==> config.mk <==
export PLATFORM = sky130hd
export DESIGN_NAME = axis_frame_len_fifo
export DESIGN_NICKNAME = d
export VERILOG_FILES = /design/src/rtl/axis_frame_len_pkg.sv /design/src/rtl/axis_frame_len_fifo_ram.sv /design/src/rtl/axis_frame_len_fifo.sv
export SDC_FILE = /design/constraint.sdc
export NUM_CORES = 1
export LEC_CHECK = 0
export CORE_ASPECT_RATIO = 0.8
export CORE_UTILIZATION = 23
export CTS_CLUSTER_DIAMETER = 100
export DETAILED_ROUTE_END_ITERATION = 12
export PLACE_DENSITY = 0.41
export SYNTH_ARGS = -nofsm -noshare
export SYNTH_HDL_FRONTEND = slang
export SYNTH_SLANG_ARGS = --single-unit
==> constraint.sdc <==
create_clock -name clk -period 8.71 [get_ports clk]
set_input_delay 1.742 -clock clk [delete_from_list [all_inputs] [get_ports clk]]
set_output_delay 1.742 -clock clk [all_outputs]
set_load 0.01 [all_outputs]
==> src/rtl/axis_frame_len_pkg.sv <==
// Shared types and the length classifier used by the frame-length FIFO.
package axis_frame_len_pkg;

  localparam int unsigned LEN_FLAGS_W = 2;

  typedef struct packed {
    logic oversize;
    logic runt;
  } len_flags_t;

  // Callers zero-extend LEN_WIDTH-bit operands so the compare stays unsigned at that width.
  function automatic len_flags_t classify_len(input logic [31:0] len,
                                              input logic [31:0] min_len,
                                              input logic [31:0] max_len);
    len_flags_t flags;
    flags.runt     = (len < min_len);
    flags.oversize = (len > max_len);
    return flags;
  endfunction

endpackage

==> src/rtl/axis_frame_len_fifo_ram.sv <==
// Simple dual-port record storage: synchronous write, asynchronous read.
module axis_frame_len_fifo_ram #(
  parameter int unsigned DEPTH = 16,
  parameter int unsigned WIDTH = 18,
  parameter int unsigned AW    = $clog2(DEPTH)
) (
  input  logic             clk,
  input  logic             we,
  input  logic [AW-1:0]    waddr,
  input  logic [WIDTH-1:0] wdata,
  input  logic [AW-1:0]    raddr,
  output logic [WIDTH-1:0] rdata
);

  logic [WIDTH-1:0] mem [DEPTH];

  always_ff @(posedge clk) begin
    if (we) begin
      mem[waddr] <= wdata;
    end
  end

  assign rdata = mem[raddr];

endmodule

==> src/rtl/axis_frame_len_fifo.sv <==
// Queues classified frame lengths and presents them as an AXI-stream record with a registered head.
// Optional statistics block enabled by defining AXIS_FRAME_LEN_FIFO_STATS_EN.
module axis_frame_len_fifo
  import axis_frame_len_pkg::*;
#(
  parameter int unsigned DEPTH     = 16,
  parameter int unsigned LEN_WIDTH = 16,
  parameter int unsigned MIN_LEN   = 64,
  parameter int unsigned MAX_LEN   = 1518
) (
  input  logic                     clk,
  input  logic                     rst_n,
  input  logic [LEN_WIDTH-1:0]     frame_len,
  input  logic                     frame_len_valid,
  output logic [LEN_WIDTH-1:0]     m_len_tdata,
  output logic [LEN_FLAGS_W-1:0]   m_len_tuser,
  output logic                     m_len_tvalid,
  input  logic                     m_len_tready,
  output logic [$clog2(DEPTH):0]   count,
  output logic                     overflow,
`ifdef AXIS_FRAME_LEN_FIFO_STATS_EN
  input  logic                     stat_clear,
  output logic [31:0]              stat_frames,
  output logic [LEN_WIDTH-1:0]     stat_min_len,
  output logic [LEN_WIDTH-1:0]     stat_max_len,
  output logic [31:0]              stat_runts,
  output logic [31:0]              stat_oversize,
`endif
  output logic [31:0]              drop_count
);

  localparam int unsigned AW = $clog2(DEPTH);
  localparam int unsigned PW = AW + 1;
  localparam int unsigned RW = LEN_WIDTH + LEN_FLAGS_W;

  localparam logic [LEN_WIDTH-1:0] MinLenW = LEN_WIDTH'(MIN_LEN);
  localparam logic [LEN_WIDTH-1:0] MaxLenW = LEN_WIDTH'(MAX_LEN);

  logic [PW-1:0] wr_ptr_q, wr_ptr_d;
  logic [PW-1:0] rd_ptr_q, rd_ptr_d;
  logic [RW-1:0] head_q, head_d;
  logic          overflow_q;
  logic [31:0]   drop_count_q;

  logic          full;
  logic          push;
  logic          pop;
  logic          drop;
  len_flags_t    in_flags;
  logic [RW-1:0] push_rec;
  logic [RW-1:0] rd_data;

  assign in_flags = classify_len(32'(frame_len), 32'(MinLenW), 32'(MaxLenW));
  assign push_rec = {in_flags, frame_len};

  // Occupancy and handshake decode.
  always_comb begin
    full     = (wr_ptr_q[AW] != rd_ptr_q[AW]) && (wr_ptr_q[AW-1:0] == rd_ptr_q[AW-1:0]);
    pop      = m_len_tvalid & m_len_tready;
    push     = frame_len_valid & (~full | pop);
    drop     = frame_len_valid & full & ~pop;
    wr_ptr_d = wr_ptr_q + PW'(push);
    rd_ptr_d = rd_ptr_q + PW'(pop);
  end

  // The head register shows the entry at rd_ptr_d; when that slot is being written this cycle
  // the RAM does not hold it yet, so forward the incoming record.
  always_comb begin
    head_d = head_q;
    if (wr_ptr_d != rd_ptr_d) begin
      if (rd_ptr_d == wr_ptr_q) begin
        head_d = push_rec;
      end else begin
        head_d = rd_data;
      end
    end
  end

  axis_frame_len_fifo_ram #(
    .DEPTH (DEPTH),
    .WIDTH (RW),
    .AW    (AW)
  ) u_ram (
    .clk   (clk),
    .we    (push),
    .waddr (wr_ptr_q[AW-1:0]),
    .wdata (push_rec),
    .raddr (rd_ptr_d[AW-1:0]),
    .rdata (rd_data)
  );

  always_ff @(posedge clk or negedge rst_n) begin
    if (!rst_n) begin
      wr_ptr_q     <= '0;
      rd_ptr_q     <= '0;
      head_q       <= '0;
      overflow_q   <= 1'b0;
      drop_count_q <= '0;
    end else begin
      wr_ptr_q   <= wr_ptr_d;
      rd_ptr_q   <= rd_ptr_d;
      head_q     <= head_d;
      overflow_q <= drop;
      if (drop && (drop_count_q != '1)) begin
        drop_count_q <= drop_count_q + 32'd1;
      end
    end
  end

  assign count        = wr_ptr_q - rd_ptr_q;
  assign m_len_tvalid = (count != '0);
  assign m_len_tdata  = head_q[LEN_WIDTH-1:0];
  assign m_len_tuser  = head_q[RW-1:LEN_WIDTH];
  assign overflow     = overflow_q;
  assign drop_count   = drop_count_q;

`ifdef AXIS_FRAME_LEN_FIFO_STATS_EN
  logic [31:0]          stat_frames_q;
  logic [LEN_WIDTH-1:0] stat_min_q;
  logic [LEN_WIDTH-1:0] stat_max_q;
  logic [31:0]          stat_runts_q;
  logic [31:0]          stat_oversize_q;

  // Every pulse counts, dropped or not; a coincident clear discards the pulse.
  always_ff @(posedge clk or negedge rst_n) begin
    if (!rst_n) begin
      stat_frames_q   <= '0;
      stat_min_q      <= '1;
      stat_max_q      <= '0;
      stat_runts_q    <= '0;
      stat_oversize_q <= '0;
    end else if (stat_clear) begin
      stat_frames_q   <= '0;
      stat_min_q      <= '1;
      stat_max_q      <= '0;
      stat_runts_q    <= '0;
      stat_oversize_q <= '0;
    end else if (frame_len_valid) begin
      if (stat_frames_q != '1) begin
        stat_frames_q <= stat_frames_q + 32'd1;
      end
      if (frame_len < stat_min_q) begin
        stat_min_q <= frame_len;
      end
      if (frame_len > stat_max_q) begin
        stat_max_q <= frame_len;
      end
      if (in_flags.runt && (stat_runts_q != '1)) begin
        stat_runts_q <= stat_runts_q + 32'd1;
      end
      if (in_flags.oversize && (stat_oversize_q != '1)) begin
        stat_oversize_q <= stat_oversize_q + 32'd1;
      end
    end
  end

  assign stat_frames   = stat_frames_q;
  assign stat_min_len  = stat_min_q;
  assign stat_max_len  = stat_max_q;
  assign stat_runts    = stat_runts_q;
  assign stat_oversize = stat_oversize_q;
`endif

endmodule

# Word-level counts from Yosys, hierarchy flattened
# Memories as Yosys holds them, arrays and structs flattened.
# Index checks and enable logic that the tools add are counted.
# op_classes
add_sub_neg	4
n_bitwise	7
n_reduce_logical	3
eq_ne	5
n_mux	3
magnitude_cmp	2
# op_table
cell	n
$add 32x1->32 const B	1
$ne 32x32->1 const B	1
$mux 18	1
$gt 16x11->1 const B	1
$lt 16x7->1 const B	1
$add 5x1->5	2
$eq 5x5->1	1
$ne 5x5->1	1
$reduce_bool 5->1	1
$sub 5x5->5	1
$and 1x1->1	4
$eq 4x4->1	1
$logic_and 1x1->1	2
$mux 1	2
$not 1->1	2
$ne 1x1->1	1
$or 1x1->1	1
# word_totals
output_inout_bits	57
ram_bits	288
reg_bits	61
memories	1
in_bits	20
wordCells	30
# memory_table
name	depth	width	read_ports	rd_clocked_by_memory_dff	write_ports	line	rtl
u_ram.mem	16	18	1	0	1	axis_frame_len_fifo_ram.sv:15	logic [WIDTH-1:0] mem [DEPTH];

# Longest topological paths before layout
# Gate-level depths: netlist (run 1).
# logic_depth
ltp_word	7
depth_mapped	19
mapped_depth_nobuf	15

# Modules after synthesis
# A second synthesis (run 1) with hierarchy kept.
# unflattened
cells_unflattened	738
area_unflattened_um2	14243.7
# by_module_without_submodules
mod	area_per_inst_um2	cells_per_inst	seq_area_each_um2	n_inst
axis_frame_len_fifo_ram	10963.0	464	8648.3	1
axis_frame_len_fifo	3280.6	274	1526.5	1

# Worst setup path after synthesis (run 1)
# OpenSTA, ideal clock, no wires.
# synth_timing
kind	register -> register
start	reg wr_ptr_q[0]
end	reg head_q[17]
path_slack_ns	4.315
n_path_buf	3
required_time_ns	8.580
setup_time_ns	0.130
synth_period_minus_slack_ns	4.395
path_stages_with_launch	18
arrival_ns	4.265
cell_sequence	dfrtp_1 -> clkbuf_1 -> inv_1 -> ha_1 -> inv_1 -> fa_1 -> a21o_1 -> a21oi_1 -> xnor2_1 -> o41a_1 -> ha_1 -> ha_1 -> clkbuf_1 -> buf_1 -> mux4_2 -> mux4_2 -> mux2i_1 -> a21oi_1
# synth_via
elab_cells_between_ends	14
classes_between	add/sub: 3; eq/ne: 3; mux: 1; bitwise: 4; reduce/logical: 2; memory: 1
# synth_lines
element	line	rtl
start: declaration	axis_frame_len_fifo.sv:39	logic [PW-1:0] wr_ptr_q, wr_ptr_d;
start signal: assignment	axis_frame_len_fifo.sv:100	wr_ptr_q <= wr_ptr_d;
$sub 5x5->5 (*)	axis_frame_len_fifo.sv:110	assign count = wr_ptr_q - rd_ptr_q;
net count[4]	axis_frame_len_fifo.sv:19	output logic [$clog2(DEPTH):0] count,
$reduce_bool 5->1 (*)	axis_frame_len_fifo.sv:111	assign m_len_tvalid = (count != '0);
$and 1x1->1 (*)	axis_frame_len_fifo.sv:59	pop = m_len_tvalid & m_len_tready;
$add 5x1->5 (*)	axis_frame_len_fifo.sv:63	rd_ptr_d = rd_ptr_q + PW'(pop);
net rd_ptr_d[1]	axis_frame_len_fifo.sv:40	logic [PW-1:0] rd_ptr_q, rd_ptr_d;
$mem_v2 16x18 / $eq 5x5->1 (equally long branches)	n/a	
$mux 18	axis_frame_len_fifo.sv:71	if (rd_ptr_d == wr_ptr_q) begin
end signal: assignment	axis_frame_len_fifo.sv:96	head_q <= '0;
end signal: assignment	axis_frame_len_fifo.sv:102	head_q <= head_d;
end: declaration	axis_frame_len_fifo.sv:41	logic [RW-1:0] head_q, head_d;
# Mark *: on every way through the listed nets, which the timed path passes. The rest lies on a longest branch.
# A chain may end at the register's enable or synchronous reset.

# Final worst setup path (run 1)
# layout_timing
start	in m_len_tready
end	reg head_q[14]
# layout_via
elab_chain_cells	5
elab_cells_between_ends	9
classes_between	add/sub: 2; eq/ne: 2; mux: 1; bitwise: 3; memory: 1
# layout_rtl
element	line	rtl
start: declaration	axis_frame_len_fifo.sv:18	input logic m_len_tready,
$and 1x1->1	axis_frame_len_fifo.sv:59	
$or 1x1->1	axis_frame_len_fifo.sv:60	push = frame_len_valid & (~full | pop);
$and 1x1->1	axis_frame_len_fifo.sv:60	
$add 5x1->5	axis_frame_len_fifo.sv:62	wr_ptr_d = wr_ptr_q + PW'(push);
net wr_ptr_d[2]	axis_frame_len_fifo.sv:39	
$ne 5x5->1	axis_frame_len_fifo.sv:70	if (wr_ptr_d != rd_ptr_d) begin
# The timed path passes the listed nets, and every way through them passes these cells.

==> metrics, run 1 <==
result of the run=complete, but fails checks; failing checks=design-rule violations; Initial Util=0.232; number of top-level pins=77; setup violation total in the final timing report=0; number of post-CTS setup repair buffers=0; required time at the endpoint of the critical path=9160 ps; aggregate global routing overflow=0; time the final worst path needs with I/O delays and setup=roughly 5400 ps; total nets after synthesis=755; worst skew pair latency=540 ps; clock-pin slew on the worst setup and hold paths=60 ps; deepest level of the CTS H-tree=2; die boundary height=224 um; nature of the critical path endpoint=register; arrival time reported for the critical path endpoint=about 5900 ps; total negative slack=0 ps; half-perimeter wire length after placement=22.0 mm; worst voltage drop across the vdd grid=roughly 0.00017 V; static power due to leakage=about 5.7 nW; cell count after placement=between 1500 and 2000; classification of the worst-slack hold path=reg2reg; total wire length=36.4 mm; Critical Path Fanout Max=19; ratio of total power to cell area=around 360 nW/um^2; antenna violations before repair=0; number of CTS-inserted buffers=38; DRT iter0 DRCs=498; fin nets=between 800 and 900; clock tree from TritonCTS=done; number of buffer cells added on primary ports=76; worst clock skew=~17 ps; ratio of final minimum period to clock period=0.622; layout cells sized above 1=0.252; worst-margin pin slew=about 1100 ps; area overhead of the layout relative to synthesis=22.8%; most area-hungry cell type in the Yosys netlist=sky130_fd_sc_hd__edfxtp_1; post-synthesis area per instance=roughly 20 um^2; portion of synthesized cell area occupied by the leading cell type=0.610; flip-flop and latch count after synthesis=about 350; type of the worst setup path=in2reg; number of max-slew violations in the final report=0; aggregate global-route resource usage=0.118; largest net degree at the start of global routing=between 60 and 70; worst-case clock buffer depth=3; fmax=185 MHz; non-filler instance count after layout=between 1500 and 2000; die area=between 60000 and 70000 um^2; overall via count from detail_route=7272; number of maximum-capacitance constraint violations=0; Cell Rows=between 80 and 90; Core Region=roughly 61000 um^2; Detail Route Antenna Nets=0; # fillers=between 6000 and 7000; top post-synthesis cells by area=sky130_fd_sc_hd__edfxtp_1 61%, sky130_fd_sc_hd__mux4_2 14%, sky130_fd_sc_hd__dfrtp_1 11%; Final GP Congestion=roughly 0.73; top cells by count, synth=288 x sky130_fd_sc_hd__edfxtp_1, 90 x sky130_fd_sc_hd__mux4_2, 61 x sky130_fd_sc_hd__dfrtp_1, 30 x sky130_fd_sc_hd__xnor2_1, 22 x sky130_fd_sc_hd__nor4_1; slack of the worst reg-to-reg path=around 3500 ps; number of flops mapped to enable cells by yosys=between 200 and 300; Post-CTS Hold Buffers=0; routed via count divided by cell count=4.29; count of unresolved DRC violations after routing=2; number of instances in the synthesized netlist=725; TritonCTS Sinks=roughly 350; sequential share of the synthesized area=0.718; crit path launch type=input port; unrepaired setup endpoints after global routing=false; wire length of the first global-routing pass=approximately 54 mm; most common flop cell mapped by yosys=sky130_fd_sc_hd__edfxtp_1; share of flip-flops with an asynchronous set or reset=0.175; Synth Warn #=0; DR WL/cell=approximately 21 um; number of global-route vias before repair=between 7000 and 8000; fin util=0.285; clock root cell=sky130_fd_sc_hd__clkbuf_16; count of instances resized after the clock tree is built=0; most frequent cell after synthesis=sky130_fd_sc_hd__edfxtp_1; detailed-routing iteration count for the pre-antenna-repair pass=9; count of antenna diodes in the layout=0; final hold violations=0; Cell variety after synth=46; area of the mapped netlist=~14000 um^2; worst slew margin relative to its limit=0.292; Horiz. Die Dim=between 200 and 300 um
[where the power goes]
| group | leakage, nW | total [mW] | switching, mW | internal (mW) |
|---|---|---|---|---|
| logic | 1.77 | 2.49 | 1.29 | 1.21 |
| registers | 3.36 | 2.18 | 0.139 | 2.04 |
| clock network | 0.603 | 1.63 | 0.680 | 0.949 |
| total | 5.73 | 6.30 | 2.11 | 4.20 |
[placed cells by master (no fill, tap or decap), types with 3 or more instances in the layout]
cell type                         netlist  final
sky130_fd_sc_hd__edfxtp_1             288    288
sky130_fd_sc_hd__mux4_2                90     90
sky130_fd_sc_hd__clkdlybuf4s50_1        0     75
sky130_fd_sc_hd__dfrtp_1               61     61
sky130_fd_sc_hd__clkbuf_16              0     39
sky130_fd_sc_hd__buf_4                  4     32
sky130_fd_sc_hd__xnor2_1               30     28
sky130_fd_sc_hd__a21oi_1               21     21
sky130_fd_sc_hd__nand3_1               20     20
sky130_fd_sc_hd__nor4_1                22     20
sky130_fd_sc_hd__mux2i_1               19     19
sky130_fd_sc_hd__nand2_1               16     16
sky130_fd_sc_hd__xor2_1                17     15
sky130_fd_sc_hd__nand4_1               11     11
sky130_fd_sc_hd__clkbuf_1               9     11
sky130_fd_sc_hd__inv_1                 10     10
sky130_fd_sc_hd__nor2_2                 0      9
sky130_fd_sc_hd__and3_1                 9      9
sky130_fd_sc_hd__nor4_2                 5      7
sky130_fd_sc_hd__ha_1                   9      7
sky130_fd_sc_hd__nor3_2                 0      6
sky130_fd_sc_hd__nor2_1                15      6
sky130_fd_sc_hd__or4_1                  4      4
sky130_fd_sc_hd__clkinv_2               0      4
sky130_fd_sc_hd__nor3_1                 9      3
sky130_fd_sc_hd__clkbuf_8               0      3
sky130_fd_sc_hd__bufinv_16              0      3
sky130_fd_sc_hd__clkinvlp_4             0      3
[sequential cells by signal, indices dropped and copies added, names as in the netlist]
signal	flops
drop_count	32
head_q	18
overflow	1
rd_ptr_q	5
u_ram.mem	288
wr_ptr_q	5
[layer usage]
layer / routed length, um / track usage
met2: 15800 / 0.171
met3: 1760 / 0.0219
met1: 18400 / 0.181
met5: 0 / 0
met4: 493 / 0.0256
[per-stage QoR]
stage                     total power [mW]  hold slack [ps]  setup slack, ps  cell area (um^2)
final                                 6.30              496             3290             17400
after global routing                  6.67              511             2940             17400
after CTS                             6.44              495             3370             17400
after detailed placement              4.78              487             2830             16200
after global placement                4.78              479             2870             16200
after floorplan                       3.85              502             4320             14200
[worst paths after layout]
| check | startpoint | to | depth (start not counted) |
|---|---|---|---|
| min in group asynchronous | rst_n | drop_count[0] | 1 |
| max in group asynchronous | rst_n | head_q[13] | 1 |
| hold / removal | drop_count[31] | drop_count[31] | 1 |
| hold reg to reg | drop_count[31] | drop_count[31] | 1 |
| setup / recovery | m_len_tready | head_q[14] | 10 |
| setup reg to reg | wr_ptr_q[0] | head_q[7] | 15 |
[area by class of cell]
class,instances,area (um^2),area share
multi-input cells,329,3910,0.225
inverters,11,41.3,0.00237
clock inverters,17,199,0.0114
clock buffers,53,1060,0.0608
flip-flops and latches,349,10200,0.584
well taps,830,1040,0.0596
repair buffers,107,991,0.0569
[kinds of logic after synthesis]
group,share of synthesized area
xor gates and xnor gates,0.0306
buffers and inverters,0.0158
muxes,0.158
AOI/OAI and AO/OA,0.0165
DFF,0.718
adders and majority gates,0.00936
and+or+nand+nor,0.0521
[worst max-delay path, cell delays in order]
cell and delay [ps]:
sky130_fd_sc_hd__clkdlybuf4s50_1 440, sky130_fd_sc_hd__o21ai_0 840, sky130_fd_sc_hd__inv_1 220, sky130_fd_sc_hd__ha_1 270, sky130_fd_sc_hd__ha_1 200, sky130_fd_sc_hd__xor2_1 230, sky130_fd_sc_hd__xnor2_1 150, sky130_fd_sc_hd__nand3_1 590
sky130_fd_sc_hd__or3_1 910, sky130_fd_sc_hd__a21oi_1 250
Power figures use the tool's default switching activity.
==> run 2, diff against run 1 <==
==> constraint.sdc (replaced) <==
create_clock -name clk -period 5.65 [get_ports clk]
set_input_delay 1.13 -clock clk [delete_from_list [all_inputs] [get_ports clk]]
set_output_delay 1.13 -clock clk [all_outputs]
set_load 0.01 [all_outputs]
==> metrics, run 2 (same netlist as run 1, synthesis figures left out) <==
final hold violations=0 (unchanged); sequential fraction of design power=0.347 (about the same); count of unresolved DRC violations after routing=2 (unchanged); worst slew margin relative to its limit=0.173 (-0.119); count of antenna diodes in the layout=0 (unchanged); worst reg2reg endpoint=head_q[7]; max FFs per register=288 (unchanged); Detail Route Antenna Nets=0 (unchanged); ratio of total power to cell area=556 nW/um^2 (+53%); type of the worst setup path=reg2reg; leading cell type in the layout, fill and taps excluded=sky130_fd_sc_hd__edfxtp_1; Cell Rows=81 (unchanged); Initial Util=0.232 (unchanged); layout cells sized above 1=0.243 (-0.00896); result of the run=complete, but fails checks; die boundary height=224 um (unchanged); worst-case clock buffer depth=3 (unchanged); area overhead of the layout relative to synthesis=22.2%; half-perimeter wire length after placement=21.7 mm (-1.3%); fin nets=868 (+0.23%); Final GP Congestion=0.701 (-3.7%); required time at the endpoint of the critical path=6070 ps (-3090 ps); nature of the critical path endpoint=register; clock-pin slew on the worst setup and hold paths=60 ps (about the same); aggregate global-route resource usage=0.122 (+0.00404); antenna violations before repair=0 (unchanged); classification of the worst-slack hold path=reg2reg; Critical Path Fanout Max=36 (+17); worst skew pair latency=540 ps (about the same); DRT iter0 DRCs=490 (-1.6%); largest net degree at the start of global routing=62 (unchanged); clock tree from TritonCTS=done; number of global-route vias before repair=7566 (+0.13%); total negative slack=0 ps (unchanged); setup violation total in the final timing report=0 (unchanged); Critical R2R Launch=wr_ptr_q[0]; crit path launch type=register; deepest level of the CTS H-tree=2 (unchanged); Core Region=61000 um^2 (unchanged); count of instances resized after the clock tree is built=0 (unchanged); Post-CTS Hold Buffers=0 (unchanged); number of max-slew violations in the final report=0 (unchanged); failing checks=design-rule violations; Cell Int Power=6.35 mW (+51%); TritonCTS Sinks=349 (unchanged); clock group share of total power=0.238 (-0.020); clock root cell=sky130_fd_sc_hd__clkbuf_16; fmax=around 210 MHz; time the final worst path needs with I/O delays and setup=between 4000 and 5000 ps; total chip power=9.63 mW (+53%); ratio of final minimum period to clock period=0.832; die area=62600 um^2 (unchanged); Horiz. Die Dim=280 um (unchanged); wire length of the first global-routing pass=55.1 mm (+2.7%); slack of the worst reg-to-reg path=950 ps (-2510 ps); arrival time reported for the critical path endpoint=5120 ps (-740 ps); worst-margin pin slew=1230 ps (+183 ps); R2R depth=15 (unchanged); number of maximum-capacitance constraint violations=0 (unchanged); routed via count divided by cell count=4.28 (about the same); leading cell types in the layout, fill and taps excluded=288 x sky130_fd_sc_hd__edfxtp_1, 90 x sky130_fd_sc_hd__mux4_2, 75 x sky130_fd_sc_hd__clkdlybuf4s50_1; detailed-routing iteration count for the pre-antenna-repair pass=10 (+1); beginning of the worst hold path=drop_count[31]; DR WL/cell=22.3 um (+3.8%); number of CTS-inserted buffers=38 (unchanged); number of cells on the worst hold path=1 (unchanged); share of total power in combinational logic=0.416 (+0.020); register ranked first by flip-flop count=u_ram.mem; unrepaired setup endpoints after global routing=false; switching part of the total=0.340 (+0.00631); worst voltage drop across the vdd grid=0.000338 V (+99%); aggregate global routing overflow=0 (unchanged); static power due to leakage=5.69 nW (-0.79%); number of top-level pins=77 (unchanged); Psw=3.28 mW (+56%); worst clock skew=25.8 ps (+8.50 ps); overall via count from detail_route=7263 (-0.12%); number of buffer cells added on primary ports=76 (unchanged); end point of the worst hold path=drop_count[31]; total wire length=37.8 mm (+3.7%); number of post-CTS setup repair buffers=0 (unchanged)
## run 2: cell count changes in the layout (fill, tap and decap cells not counted), sizes merged
cell	before	now
buf	32	34
bufinv	3	0
clkbuf	53	51
clkinv	10	14
clkinvlp	3	1
## run 2: how the worst max path moves through the flow
stage                            from    endpoint  slack (ps)
final                     wr_ptr_q[0]   head_q[7]         950
after detailed placement  wr_ptr_q[0]  head_q[10]         910
after CTS                 wr_ptr_q[0]   head_q[7]         920
after floorplan           wr_ptr_q[0]  head_q[17]        1260
after global placement    wr_ptr_q[0]   head_q[7]         920
after global routing      wr_ptr_q[0]  head_q[10]         640
## run 2: critical path, cell delays in order, from the launching register on
cell and delay [ps]:
sky130_fd_sc_hd__dfrtp_1 510, sky130_fd_sc_hd__inv_1 140, sky130_fd_sc_hd__ha_1 150, sky130_fd_sc_hd__inv_1 60, sky130_fd_sc_hd__fa_1 400, sky130_fd_sc_hd__a21o_1 190, sky130_fd_sc_hd__a21oi_1 180, sky130_fd_sc_hd__xnor2_1 120
sky130_fd_sc_hd__o41a_1 490, sky130_fd_sc_hd__ha_4 190, sky130_fd_sc_hd__ha_4 680, sky130_fd_sc_hd__buf_12 310, sky130_fd_sc_hd__mux4_2 350, sky130_fd_sc_hd__mux4_2 490, sky130_fd_sc_hd__mux2i_1 200, sky130_fd_sc_hd__a21oi_1 100
## run 2: stage by stage
stage	instance area, um^2	instances	hold slack [ps]	setup slack, ps	util
after floorplan	14200	725	502	1260	-
after global placement	16200	1628	482	919	0.266
after detailed placement	16200	1628	481	911	0.266
after CTS	17300	1695	491	920	0.284
after global routing	17300	1695	524	641	0.284
final	17300	1695	482	949	0.284
## run 2: layer usage
| layer | vias to the layer above | GRT usage | part of all wire |
|---|---|---|---|
| met2 | 156 | 0.190 | 0.46 |
| met4 | 0 | 0.0256 | 0.017 |
| met1 | 3877 | 0.177 | 0.48 |
| met5 | - | 0 | 0 |
| met3 | 48 | 0.0207 | 0.044 |
| li1 | 3182 | - | - |
## run 2: layout make-up
class | count | area, um^2
repair buffers | 109 | 1040
inverters | 11 | 41.3
well taps | 830 | 1040
multi-input cells | 329 | 3910
flip-flops and latches | 349 | 10200
clock buffers | 51 | 1010
clock inverters | 16 | 103
fillers | 6136 | 43700
## run 2: power by group through the flow
stage | sequential (mW) | combinational, mW | clock [mW]
3_5_place_dp | 3.39 | 4.09 | 0
4_1_cts | 3.34 | 4.10 | 2.38
3_3_place_gp | 3.39 | 4.11 | 0
2_1_floorplan | 3.32 | 2.60 | 0
5_1_grt | 3.37 | 4.33 | 2.47
6_report | 3.34 | 4.00 | 2.29
==> run 3, diff against run 2 <==
==> constraint.sdc (replaced) <==
create_clock -name clk -period 4.89 [get_ports clk]
set_input_delay 0.978 -clock clk [delete_from_list [all_inputs] [get_ports clk]]
set_output_delay 0.978 -clock clk [all_outputs]
set_load 0.01 [all_outputs]
==> metrics, run 3 (same netlist as run 1, synthesis figures left out) <==
ratio of final minimum period to clock period=0.894 (+0.0619); overall via count from detail_route=7354 (+1.3%); Final GP Congestion=0.706 (+0.64%); Post-CTS Hold Buffers=0 (unchanged); summed area of non-filler cells in the final layout=17400 um^2 (+0.72%); Core Region=61000 um^2 (unchanged); aggregate global-route resource usage=0.122 (about the same); number of global-route vias before repair=7557 (-0.12%); worst voltage drop across the vdd grid=0.000439 V (+30%); worst-margin pin slew=920 ps (-314 ps); largest net degree at the start of global routing=62 (unchanged); leading cell type in the layout, fill and taps excluded=sky130_fd_sc_hd__edfxtp_1; Detail Route Antenna Nets=0 (unchanged); type of the worst setup path=reg2reg; Critical Path Fanout Max=21 (-42%); classification of the worst-slack hold path=reg2reg; Psw=3.80 mW (+16%); die boundary height=224 um (unchanged); instance area at placement=16300 um^2 (+0.37%); Critical Path Max Stage Delay=540 ps (-140 ps); number of CTS-inserted buffers=39 (+2.6%); time the final worst path needs with I/O delays and setup=4370 ps (-330 ps); fmax=229 MHz (+7.5%); ratio of total power to cell area=646 nW/um^2 (+16%); Horiz. Die Dim=280 um (unchanged); count of unresolved DRC violations after routing=0 (-2); number of post-CTS setup repair buffers=0 (unchanged); beginning of the worst hold path=drop_count[31]; total wire length=37.8 mm (+0.23%); kind of cell adding the most delay to the critical path=adder cells; sequential fraction of design power=0.340 (-0.007); number of cells on the worst hold path=1 (unchanged); arrival time reported for the critical path endpoint=4770 ps (-350 ps); Cell Int Power=7.47 mW (+18%); aggregate global routing overflow=0 (unchanged); worst clock skew=20.5 ps (-5.34 ps); unrepaired setup endpoints after global routing=false; chain of cells forming the critical path=inv_1 -> ha_1 -> inv_1 -> fa_1 -> a21o_1 -> a21oi_1 -> xnor2_1 -> o41a_1 -> ha_4 -> ha_4 -> buf_4 -> mux4_2 -> mux4_2 -> mux2i_1 -> a21oi_1; area overhead of the layout relative to synthesis=23.1%; wire length of the first global-routing pass=55.2 mm (+0.13%); slowest library cell on the worst path=sky130_fd_sc_hd__ha_4; number of top-level pins=77 (unchanged); required time at the endpoint of the critical path=5290 ps (-780 ps); number of max-slew violations in the final report=0 (unchanged); Initial Util=0.232 (unchanged); max FFs per register=288 (unchanged); clock-pin slew on the worst setup and hold paths=60 ps (about the same); deepest level of the CTS H-tree=2 (unchanged); nature of the critical path endpoint=register; register ranked first by flip-flop count=u_ram.mem; combined area of the multi-input logic cells=3910 um^2 (unchanged); fin util=0.286 (+0.00205); Critical R2R Launch=wr_ptr_q[0]; crit path launch type=register; worst slew margin relative to its limit=0.382 (+0.209); count of instances resized after the clock tree is built=0 (unchanged); DRT iter0 DRCs=564 (+15%); clock root cell=sky130_fd_sc_hd__clkbuf_16; share of total power in combinational logic=0.415 (about the same); worst-case clock buffer depth=3 (unchanged); DR WL/cell=22.2 um (-0.47%); count of antenna diodes in the layout=0 (unchanged); static power due to leakage=5.76 nW (+1.3%); detailed-routing iteration count for the pre-antenna-repair pass=6 (-4); worst skew pair latency=540 ps (about the same); end point of the worst hold path=drop_count[31]; sum of buffers and inverters on the critical path=3 (unchanged); worst reg2reg endpoint=head_q[15]; final hold violations=0 (unchanged); clock tree from TritonCTS=done; layout cells sized above 1=0.251 (+0.00808); clock group share of total power=0.245 (+0.007); Cell Rows=81 (unchanged); slack of the worst reg-to-reg path=520 ps (-430 ps); antenna violations before repair=1 (+1); R2R depth=15 (unchanged); Register Area=10200 um^2 (unchanged); number of buffer cells added on primary ports=76 (unchanged); fin nets=877 (+1.0%); result of the run=complete, no violations; die area=62600 um^2 (unchanged); half-perimeter wire length after placement=21.4 mm (-1.3%); routed via count divided by cell count=4.31 (+0.54%); # fillers=6091 (-0.73%); number of maximum-capacitance constraint violations=0 (unchanged); total negative slack=0 ps (unchanged); switching part of the total=0.337 (-0.00339); leading cell types in the layout, fill and taps excluded=288 x sky130_fd_sc_hd__edfxtp_1, 90 x sky130_fd_sc_hd__mux4_2, 75 x sky130_fd_sc_hd__clkdlybuf4s50_1; TritonCTS Sinks=349 (unchanged); setup violation total in the final timing report=0 (unchanged)
## run 3: power groups by stage
stage                     clock [mW]  sequential (mW)  combinational (mW)
after CTS                       2.85             3.84                4.81
final                           2.76             3.83                4.68
after global placement             0             3.91                4.79
after floorplan                    0             3.84                3.01
after global routing            2.96             3.87                5.05
after detailed placement           0             3.90                4.80
## run 3: worst max-delay path by stage
stage | from | to | slack [ps] | cells past startpoint
2_1_floorplan | wr_ptr_q[0] | head_q[17] | 500 | 17
3_3_place_gp | wr_ptr_q[0] | head_q[16] | 540 | 15
3_5_place_dp | wr_ptr_q[0] | head_q[15] | 490 | 15
4_1_cts | wr_ptr_q[0] | head_q[16] | 470 | 15
5_1_grt | wr_ptr_q[0] | head_q[15] | 290 | 15
6_report | wr_ptr_q[0] | head_q[15] | 520 | 15
## run 3: cell type report
| type | count | area share |
|---|---|---|
| sequential | 349 | 0.583 |
| inverter | 11 | 0.00237 |
| multi-input combinational | 329 | 0.224 |
| timing repair buffer | 117 | 0.0633 |
| clock inverter | 14 | 0.00653 |
| tap | 830 | 0.0595 |
| clock buffer | 57 | 0.0610 |
## run 3: layer usage
layer | routed length, um | global-route usage | vias to the layer above
li1 | - | - | 3214
met4 | 620 | 0.0271 | 2
met1 | 18100 | 0.175 | 3941
met3 | 1530 | 0.0221 | 47
met2 | 17600 | 0.191 | 150
met5 | 8 | 0 | -
## run 3: stage by stage
stage / worst slack (ps) / cells / power, mW / hold WS, ps
final: 519 / 1707 / 11.3 / 489
after global routing: 294 / 1707 / 11.9 / 522
after CTS: 468 / 1707 / 11.5 / 494
after detailed placement: 495 / 1636 / 8.70 / 483
after global placement: 539 / 1636 / 8.70 / 482
after floorplan: 495 / 725 / 6.85 / 502
